`src/rtl/ssd1306_pkg.sv`:
```
// ---------------------------------------------------------------------------
// ssd1306_pkg
// Shared definitions for the SSD1306 microcode sequencer. The microcode
// assembler and the .mif generator use the same constants.
//   - opcode_e     : microcode opcodes (bits [9:8] of a word)
//   - seq_state_e  : sequencer FSM states
//   - word field bit positions and widths
// ---------------------------------------------------------------------------
package ssd1306_pkg;

    localparam int WORD_WIDTH    = 10;
    localparam int OPCODE_MSB    = 9;
    localparam int OPCODE_LSB    = 8;
    localparam int PAYLOAD_MSB   = 7;
    localparam int PAYLOAD_LSB   = 0;
    localparam int PAYLOAD_WIDTH = PAYLOAD_MSB - PAYLOAD_LSB + 1;

    typedef enum logic [1:0] {
        OP_CMD   = 2'b00,
        OP_DATA  = 2'b01,
        OP_DELAY = 2'b10,
        OP_END   = 2'b11
    } opcode_e;

    typedef enum logic [2:0] {
        ST_IDLE,
        ST_FETCH,
        ST_SEND,
        ST_DELAY,
        ST_DONE
    } seq_state_e;

    function automatic opcode_e word_opcode(input logic [WORD_WIDTH-1:0] word);
        return opcode_e'(word[OPCODE_MSB:OPCODE_LSB]);
    endfunction

    function automatic logic [PAYLOAD_WIDTH-1:0] word_payload(input logic [WORD_WIDTH-1:0] word);
        return word[PAYLOAD_MSB:PAYLOAD_LSB];
    endfunction

endpackage

```
`src/rtl/ssd1306_delay_timer.sv`:
```
// ---------------------------------------------------------------------------
// ssd1306_delay_timer
// Load/count/expire down-counter used to execute DELAY microcode words.
//   clk, rst    : clock, asynchronous active-high reset
//   load        : load count with load_value (takes priority over counting)
//   load_value  : initial count
//   count_en    : decrement by one per cycle while nonzero
//   expired     : count is zero (combinational)
// ---------------------------------------------------------------------------
module ssd1306_delay_timer #(
    parameter int COUNT_WIDTH = 16
) (
    input  logic                   clk,
    input  logic                   rst,
    input  logic                   load,
    input  logic [COUNT_WIDTH-1:0] load_value,
    input  logic                   count_en,
    output logic                   expired
);

    logic [COUNT_WIDTH-1:0] count;

    always_ff @(posedge clk or posedge rst) begin
        if (rst) begin
            count <= '0;
        end else if (load) begin
            count <= load_value;
        end else if (count_en && count != '0) begin
            count <= count - 1'b1;
        end
    end

    assign expired = (count == '0);

endmodule

```
`src/rtl/ssd1306_microcode_sequencer.sv`:
```
// ---------------------------------------------------------------------------
// ssd1306_microcode_sequencer
// Walks the SSD1306 microcode ROM from address 0, sending CMD/DATA bytes to
// the SPI transmitter over valid/ready and executing DELAY words locally.
// Stops on an END word or when the address leaves the ROM (error set).
//   clk, rst             : clock, asynchronous active-high reset
//   start                : run request, sampled only in IDLE
//   rom_address          : ROM read address (ROM answers combinationally)
//   rom_data             : ROM word at rom_address
//   rom_address_overflow : ROM flag, rom_address >= ROM_SIZE
//   tx_data, tx_dc       : byte and D/C# line (0 = command, 1 = data)
//   tx_valid, tx_ready   : transmit handshake
//   busy                 : run in progress (through the DONE cycle)
//   done                 : one-cycle completion pulse
//   error                : sticky overflow flag, cleared by the next start
// ---------------------------------------------------------------------------
module ssd1306_microcode_sequencer
    import ssd1306_pkg::*;
#(
    parameter  int ROM_SIZE     = 40,
    parameter  int DATA_WIDTH   = 10,
    parameter  int DELAY_SHIFT  = 8,
    localparam int ADDRESS_BITS = $clog2(ROM_SIZE)
) (
    input  logic                    clk,
    input  logic                    rst,
    input  logic                    start,
    output logic [ADDRESS_BITS-1:0] rom_address,
    input  logic [DATA_WIDTH-1:0]   rom_data,
    input  logic                    rom_address_overflow,
    output logic [7:0]              tx_data,
    output logic                    tx_dc,
    output logic                    tx_valid,
    input  logic                    tx_ready,
    output logic                    busy,
    output logic                    done,
    output logic                    error
);

    localparam int COUNT_WIDTH = PAYLOAD_WIDTH + DELAY_SHIFT;

    seq_state_e               state;
    opcode_e                  opcode;
    logic [PAYLOAD_WIDTH-1:0] payload;
    logic [ADDRESS_BITS:0]    address_inc;
    logic                     address_wrapped;
    logic                     fetch_overflow;
    logic                     timer_load;
    logic                     timer_expired;
    logic [COUNT_WIDTH-1:0]   timer_load_value;

    assign opcode  = word_opcode(rom_data[WORD_WIDTH-1:0]);
    assign payload = word_payload(rom_data[WORD_WIDTH-1:0]);

    // One extra bit catches the carry out of the address counter; with a
    // power-of-two ROM the address would otherwise wrap silently to 0.
    assign address_inc    = {1'b0, rom_address} + (ADDRESS_BITS+1)'(1);
    assign fetch_overflow = rom_address_overflow || address_wrapped;

    assign timer_load       = (state == ST_FETCH) && !fetch_overflow && (opcode == OP_DELAY);
    assign timer_load_value = COUNT_WIDTH'(payload) << DELAY_SHIFT;

    ssd1306_delay_timer #(
        .COUNT_WIDTH (COUNT_WIDTH)
    ) u_delay_timer (
        .clk        (clk),
        .rst        (rst),
        .load       (timer_load),
        .load_value (timer_load_value),
        .count_en   (state == ST_DELAY),
        .expired    (timer_expired)
    );

    // NOTE: all state and outputs are registered here with non-blocking
    // assignments, so every branch sees the pre-edge values of the others.
    always_ff @(posedge clk or posedge rst) begin
        if (rst) begin
            state           <= ST_IDLE;
            rom_address     <= '0;
            address_wrapped <= 1'b0;
            tx_data         <= '0;
            tx_dc           <= 1'b0;
            tx_valid        <= 1'b0;
            busy            <= 1'b0;
            done            <= 1'b0;
            error           <= 1'b0;
        end else begin
            done <= 1'b0;
            unique case (state)
                ST_IDLE: begin
                    if (start) begin
                        rom_address     <= '0;
                        address_wrapped <= 1'b0;
                        error           <= 1'b0;
                        busy            <= 1'b1;
                        state           <= ST_FETCH;
                    end
                end

                ST_FETCH: begin
                    if (fetch_overflow) begin
                        error <= 1'b1;
                        done  <= 1'b1;
                        state <= ST_DONE;
                    end else begin
                        unique case (opcode)
                            OP_CMD, OP_DATA: begin
                                tx_data  <= payload;
                                tx_dc    <= (opcode == OP_DATA);
                                tx_valid <= 1'b1;
                                state    <= ST_SEND;
                            end
                            OP_DELAY: state <= ST_DELAY;
                            OP_END: begin
                                done  <= 1'b1;
                                state <= ST_DONE;
                            end
                            default: state <= ST_IDLE;
                        endcase
                    end
                end

                ST_SEND: begin
                    // tx_valid stays up until accepted; only rst withdraws it.
                    if (tx_ready) begin
                        tx_valid        <= 1'b0;
                        rom_address     <= address_inc[ADDRESS_BITS-1:0];
                        address_wrapped <= address_wrapped | address_inc[ADDRESS_BITS];
                        state           <= ST_FETCH;
                    end
                end

                ST_DELAY: begin
                    if (timer_expired) begin
                        rom_address     <= address_inc[ADDRESS_BITS-1:0];
                        address_wrapped <= address_wrapped | address_inc[ADDRESS_BITS];
                        state           <= ST_FETCH;
                    end
                end

                ST_DONE: begin
                    busy  <= 1'b0;
                    state <= ST_IDLE;
                end

                default: state <= ST_IDLE;
            endcase
        end
    end

endmodule

```
`config.mk`:
```
export PLATFORM = sky130hd
export DESIGN_NAME = ssd1306_microcode_sequencer
export DESIGN_NICKNAME = d
export VERILOG_FILES = /design/src/rtl/ssd1306_pkg.sv /design/src/rtl/ssd1306_delay_timer.sv /design/src/rtl/ssd1306_microcode_sequencer.sv
export SDC_FILE = /design/constraint.sdc
export NUM_CORES = 1
export LEC_CHECK = 0
export BUFFER_PORTS_ARGS = -buffer_cell sky130_fd_sc_hd__buf_2
export CORE_MARGIN = 2
export CORE_UTILIZATION = 40
export DETAILED_ROUTE_END_ITERATION = 16
export SLEW_MARGIN = 20
export SYNTH_ARGS = -nofsm -noshare
export SYNTH_HDL_FRONTEND = slang
export SYNTH_HIERARCHICAL = 1
export SYNTH_SLANG_ARGS = --single-unit
```
`constraint.sdc`:
```
create_clock -name clk -period 3.1 [get_ports clk]
set_clock_uncertainty 0.05 [all_clocks]
set_input_delay 0.31 -clock clk [delete_from_list [all_inputs] [get_ports clk]]
set_output_delay 0.31 -clock clk [all_outputs]
set_load 0.02 [all_outputs]
```
# After elaboration in Yosys (flattened, before gate mapping)
# Index checks and enable logic that the tools add are counted.
[totals]
reg_bits = 39
inputBits = 15
out_inout_bits = 19
elab_cells = 75
[op_classes]
addsub = 2
eq_ne = 13
n_mux = 27
n_bitwise = 2
n_reduce_logical = 21
[op_table]
columns = ["op", "count"]
rows = [
  ["$mux 16", 2],
  ["$mux 6", 3],
  ["$pmux 6 s3", 1],
  ["$logic_not 16->1", 1],
  ["$reduce_bool 16->1", 1],
  ["$sub 16x1->16 const B", 1],
  ["$mux 3", 4],
  ["$pmux 3 s4", 1],
  ["$mux 1", 11],
  ["$ne 2x2->1 const B", 5],
  ["$pmux 3 s3", 1],
  ["$reduce_and 3->1", 3],
  ["$reduce_and 4->1", 2],
  ["$reduce_bool 2->1", 4],
  ["$add 6x1->7 const B", 1],
  ["$eq 3x2->1 const B", 2],
  ["$pmux 1 s2", 3],
  ["$eq 2x2->1 const B", 2],
  ["$eq 3x1->1 const B", 1],
  ["$eq 3x3->1 const B", 1],
  ["$logic_and 1x1->1", 3],
  ["$logic_not 3->1", 1],
  ["$pmux 1 s3", 1],
  ["$reduce_bool 3->1", 1],
  ["9 further kinds", 9],
]

# Depth between registers and ports, before layout
[logic_depth]
word_depth = 5
ltp_mapped = 8
ltp_nobuf = 8

# Modules after synthesis
# The synthesis kept the hierarchy.
[modules_own_cells]
columns = ["mod", "n_inst", "cells_per_inst", "area_each_um2", "seq_area_each_um2"]
rows = [
  ["ssd1306_microcode_sequencer", 1, 101, 1141.1, 575.6],
  ["ssd1306_delay_timer", 1, 122, 1034.7, 400.4],
]

# Least setup slack after synthesis
# Ideal clock, no wire load.
[synth_path]
path_kind = "reg-to-reg"
from = "register u_delay_timer.count[0]"
to = "register rom_address[2]"
setup_ps = 147
arrival_ps = 2476
required_ps = 2903
slack_ps = 427
stages_incl_launch_ff = 9
path_buffers = 0
synth_period_minus_slack_ps = 2673
cell_sequence = "dfrtp_1 -> inv_1 -> ha_1 -> or4b_2 -> or4_4 -> inv_2 -> a21boi_0 -> a211oi_1 -> o221ai_1"
[synth_between]
elab_chain_len = 3
[synth_lines]
columns = ["element", "line_no", "source"]
rows = [
  ["start: declaration", "ssd1306_delay_timer.sv:21", "logic [COUNT_WIDTH-1:0] count;"],
  ["start signal: assignment", "ssd1306_delay_timer.sv:27", "count <= load_value;"],
  ["start signal: assignment", "ssd1306_delay_timer.sv:29", "count <= count - 1'b1;"],
  ["$logic_not 16->1", "ssd1306_delay_timer.sv:33", "assign expired = (count == '0);"],
  ["via timer_expired", "ssd1306_microcode_sequencer.sv:49", "logic timer_expired;"],
  ["$ne 2x2->1 (no source line)", "-", ""],
  ["$reduce_and 4->1 (no source line)", "-", ""],
  ["end signal: assignment", "ssd1306_microcode_sequencer.sv:127", "rom_address <= address_inc[ADDRESS_BITS-1:0];"],
  ["end signal: assignment", "ssd1306_microcode_sequencer.sv:135", "rom_address <= address_inc[ADDRESS_BITS-1:0];"],
  ["end: declaration", "ssd1306_microcode_sequencer.sv:28", "output logic [ADDRESS_BITS-1:0] rom_address,"],
]
# The timed path passes the listed nets, and every way through them passes these cells.
# A chain may end at the register's enable or synchronous reset.

# Worst setup path in the final report
[layout_path]
from = "register u_delay_timer.count[0]"
to = "register rom_address[3]"
# The elaborated chain is that of the path after synthesis.

==> impl_summary.txt <==
----------------------------------------------------
[Clocking]
  Clock root buffer master ... clkbuf_8
  Clock network latency to the later pin of the worst-skew pair ... 0.29 ns
  # clock sinks ... 39
  Number of CTS-inserted buffers ... 5
  Clock tree from TritonCTS ... yes
  Number of H-tree levels ... 2
  Post-CTS setup buffer count ... 0
  Worst-case clock buffer depth ... 2
  Post-CTS sizing ... 0
  Clock transition time at the flip-flop clock pins of the worst setup and hold paths ... 0.08 ns
  Total of hold buffers inserted after clock tree synthesis ... 0

[Timing]
  Number of pins exceeding their max-slew limit in the final report ... 0
  Pin slew with the least headroom to its limit ... 0.903 ns
  Setup slack after layout ... 0.361 ns
  Final hold violation count ... 0
  Part of the cycle the worst path needs ... 88.4%
  Final-report setup violation count ... 0
  Worst-case hold slack ... 0.0614 ns
  Tmin final ... 2.74 ns
  Maximum achievable frequency ... 365 MHz
  Worst slew margin relative to its limit ... 39.7%
  Aggregate negative setup slack ... 0 ns
  Setup repair after global routing missed its margin ... false

[Critical path]
  Depth of the worst register-to-register path ... 9
  CP endpoint kind ... flip-flop
  R2r setup slk ... 0.36 ns
  Cell with the largest stage delay on the worst path ... or4b_2
  Max FO, Critical Path ... 6
  Maximum single-stage delay on the critical path ... 0.64 ns
  CP startpoint kind ... flip-flop
  Origin of the critical flop-to-flop path ... u_delay_timer/count[0]
  Cells along the critical path ... inv_1, ha_1, or4b_2, or4_4, inv_2, a21boi_0, a211oi_1, buf_4, o221ai_1
  Required time reported for the critical path endpoint ... 3.21 ns
  WS Path Type ... reg2reg
  Capture instance of the worst register-to-register path ... rom_address[3]
  CP arrival ... 2.85 ns

[Job]
  Max-cap viol count ... 0

[Final layout]
  Area taken by flip-flops and latches ... 976 µm²
  Layout filler cell count ... 514
  Share of post-route cells with drive strength above 1 ... 24.7%
  Multi-input combinational cell area ... 1120 µm²
  Commonest non-fill, non-tap cell in the layout ... dfrtp_1
  Util after Layout ... 48.8%
  Commonest non-fill, non-tap cells in the layout ... dfrtp_1, buf_2, nor2_1
  Synthesis-to-layout area growth ... 16.0%
  N_diodes ... 0
  Number of nets in the layout ... 283

[Floorplan]
  CORE AREA ... 5170 µm²
  Die area ... 6050 µm²
  Initial core utilization ... 42.1%
  Number of cell rows ... 26
  Die outline width ... 77.8 µm
  Top-Level Pins ... 34
  Die Y ... 77.8 µm

[Global route]
  Pin count of the biggest net entering global routing ... 24
  Global-route usage over all layers ... 18.3%
  Antenna violations before repair ... 0
  Global-route wire length before repair ... 8.80 mm
  Number of global-route vias before repair ... 1752
  GR Overflow Total ... 0

[Drt]
  Length of the first detailed-routing pass in iterations ... 4
  Overall via count from detail_route ... 1855
  Final wirelength ... 5.09 mm
  Antenna Nets Post-Route ... 0
  Average vias per placed instance ... 5.50
  Mean routed wirelength per cell ... 15.1 µm
  Drt initial violations ... 127
  Total DRC errors in the routed layout ... 0

[Synth]
  Yosys reg bits ... 39
  Synth top area cells ... dfrtp_1, mux2_4, nor2_1
  Library cell with the largest summed area after synthesis ... dfrtp_1
  Netlist Area Pre-Place ... 2180 µm²
  EDFF count, synth ... 0
  Post-synthesis async set-or-reset flop share ... 100%
  Top FF cell, synth ... dfrtp_1
  Warnings from Yosys ... 6
  Netlist cell types ... 56
  Share of the yosys chip area belonging to registers ... 44.9%
  Yosys top cell area share ... 44.9%
  Syn Area/Cell ... 9.76 µm²
  Number of instances in the synthesized netlist ... 223

[Placement]
  Post-placement setup slack ... 0.381 ns
  Final weighted congestion in routability-driven placement ... 0.777
  Sum of net half-perimeters after detailed placement ... 3.72 mm
  Port buffer count ... 33

[Run status]
  Run status ... finished clean

[Pwr]
  Total power density per cell area ... 875 nW/µm²
  Largest voltage drop on the vdd net ... 0.000429 V
  Total power consumption of the routed design ... 2210 µW
  LEAKAGE ... 0.00112 µW

[Min path]
  Worst hold-check path type ... in2async

----------------------------------------------------
per-stage QoR:
stage               area (µm²)  instances
floorplan                 2200        230
global placement          2440        329
detailed placement        2440        329
CTS                       2520        337
global route              2520        337
finish                    2520        337
where the power goes:
part / internal, µW / switching, µW / total, µW
sequential: 719 / 249 / 968
clock: 154 / 181 / 335
combinational: 422 / 483 / 905
synthesized netlist by cell type, types with 3 or more instances:
library cell / instances
a211oi_1: 4
a21oi_1: 7
a2bb2oi_1: 3
a31oi_1: 7
clkbuf_1: 4
dfrtp_1: 39
inv_1: 16
mux2_4: 9
mux2i_1: 3
nand2_1: 16
nand3_1: 10
nand4_1: 7
nor2_1: 19
nor3_1: 8
o21ai_0: 10
o221ai_1: 3
or4_1: 5
or4_4: 3
critical path, delay by kind of cell, from the launching register on:
kind,cells,cell delay [ns]
buffers and inverters,3,0.38
DFF,1,0.40
adders and majority gates,1,0.25
AOI/OAI and AO/OA,3,0.43
and+or+nand+nor,2,1.09
cells by family after synthesis:
group	count (synthesis)	synth area share, %
AO/OA/AOI/OAI	52	17.0
XOR/XNOR	3	1.21
adder cells (fa/ha/maj)	2	1.15
buffers and inverters	25	4.95
flip-flops	39	44.9
multiplexers	13	8.11
other	1	0.172
AND/OR/NAND/NOR	88	22.6
registers in the layout, summed over array words and instances (netlist names), 3 cells and up:
register / flops
rom_address: 6
state: 3
tx_data: 8
u_delay_timer/count: 16
worst max-delay path by stage:
stage | start | to | slack (ns) | cells after the start
after global routing | u_delay_timer/count[0] | rom_address[3] | 0.23 | 9
final | u_delay_timer/count[0] | rom_address[3] | 0.36 | 9
after detailed placement | u_delay_timer/count[0] | rom_address[2] | 0.38 | 9
after global placement | u_delay_timer/count[0] | rom_address[5] | 0.46 | 9
after floorplan | u_delay_timer/count[0] | rom_address[2] | 0.43 | 8
after CTS | u_delay_timer/count[0] | rom_address[3] | 0.37 | 9
routing by layer:
layer	vias to the layer above	GRT usage, %	wire, µm
met1	905	26.9	2660
li1	910	-	-
met5	-	0	0
met2	36	26.6	2180
met3	4	4.53	188
met4	0	5.36	52
layout make-up:
cell class / count / area share, %
multi-input cells: 166 / 44.3
flip-flops and latches: 39 / 38.7
repair buffers: 37 / 7.73
well taps: 70 / 3.47
clock buffers: 5 / 2.73
inverters: 17 / 2.53
clock inverters: 3 / 0.595
Note: power is estimated with default switching activity, not from simulation.
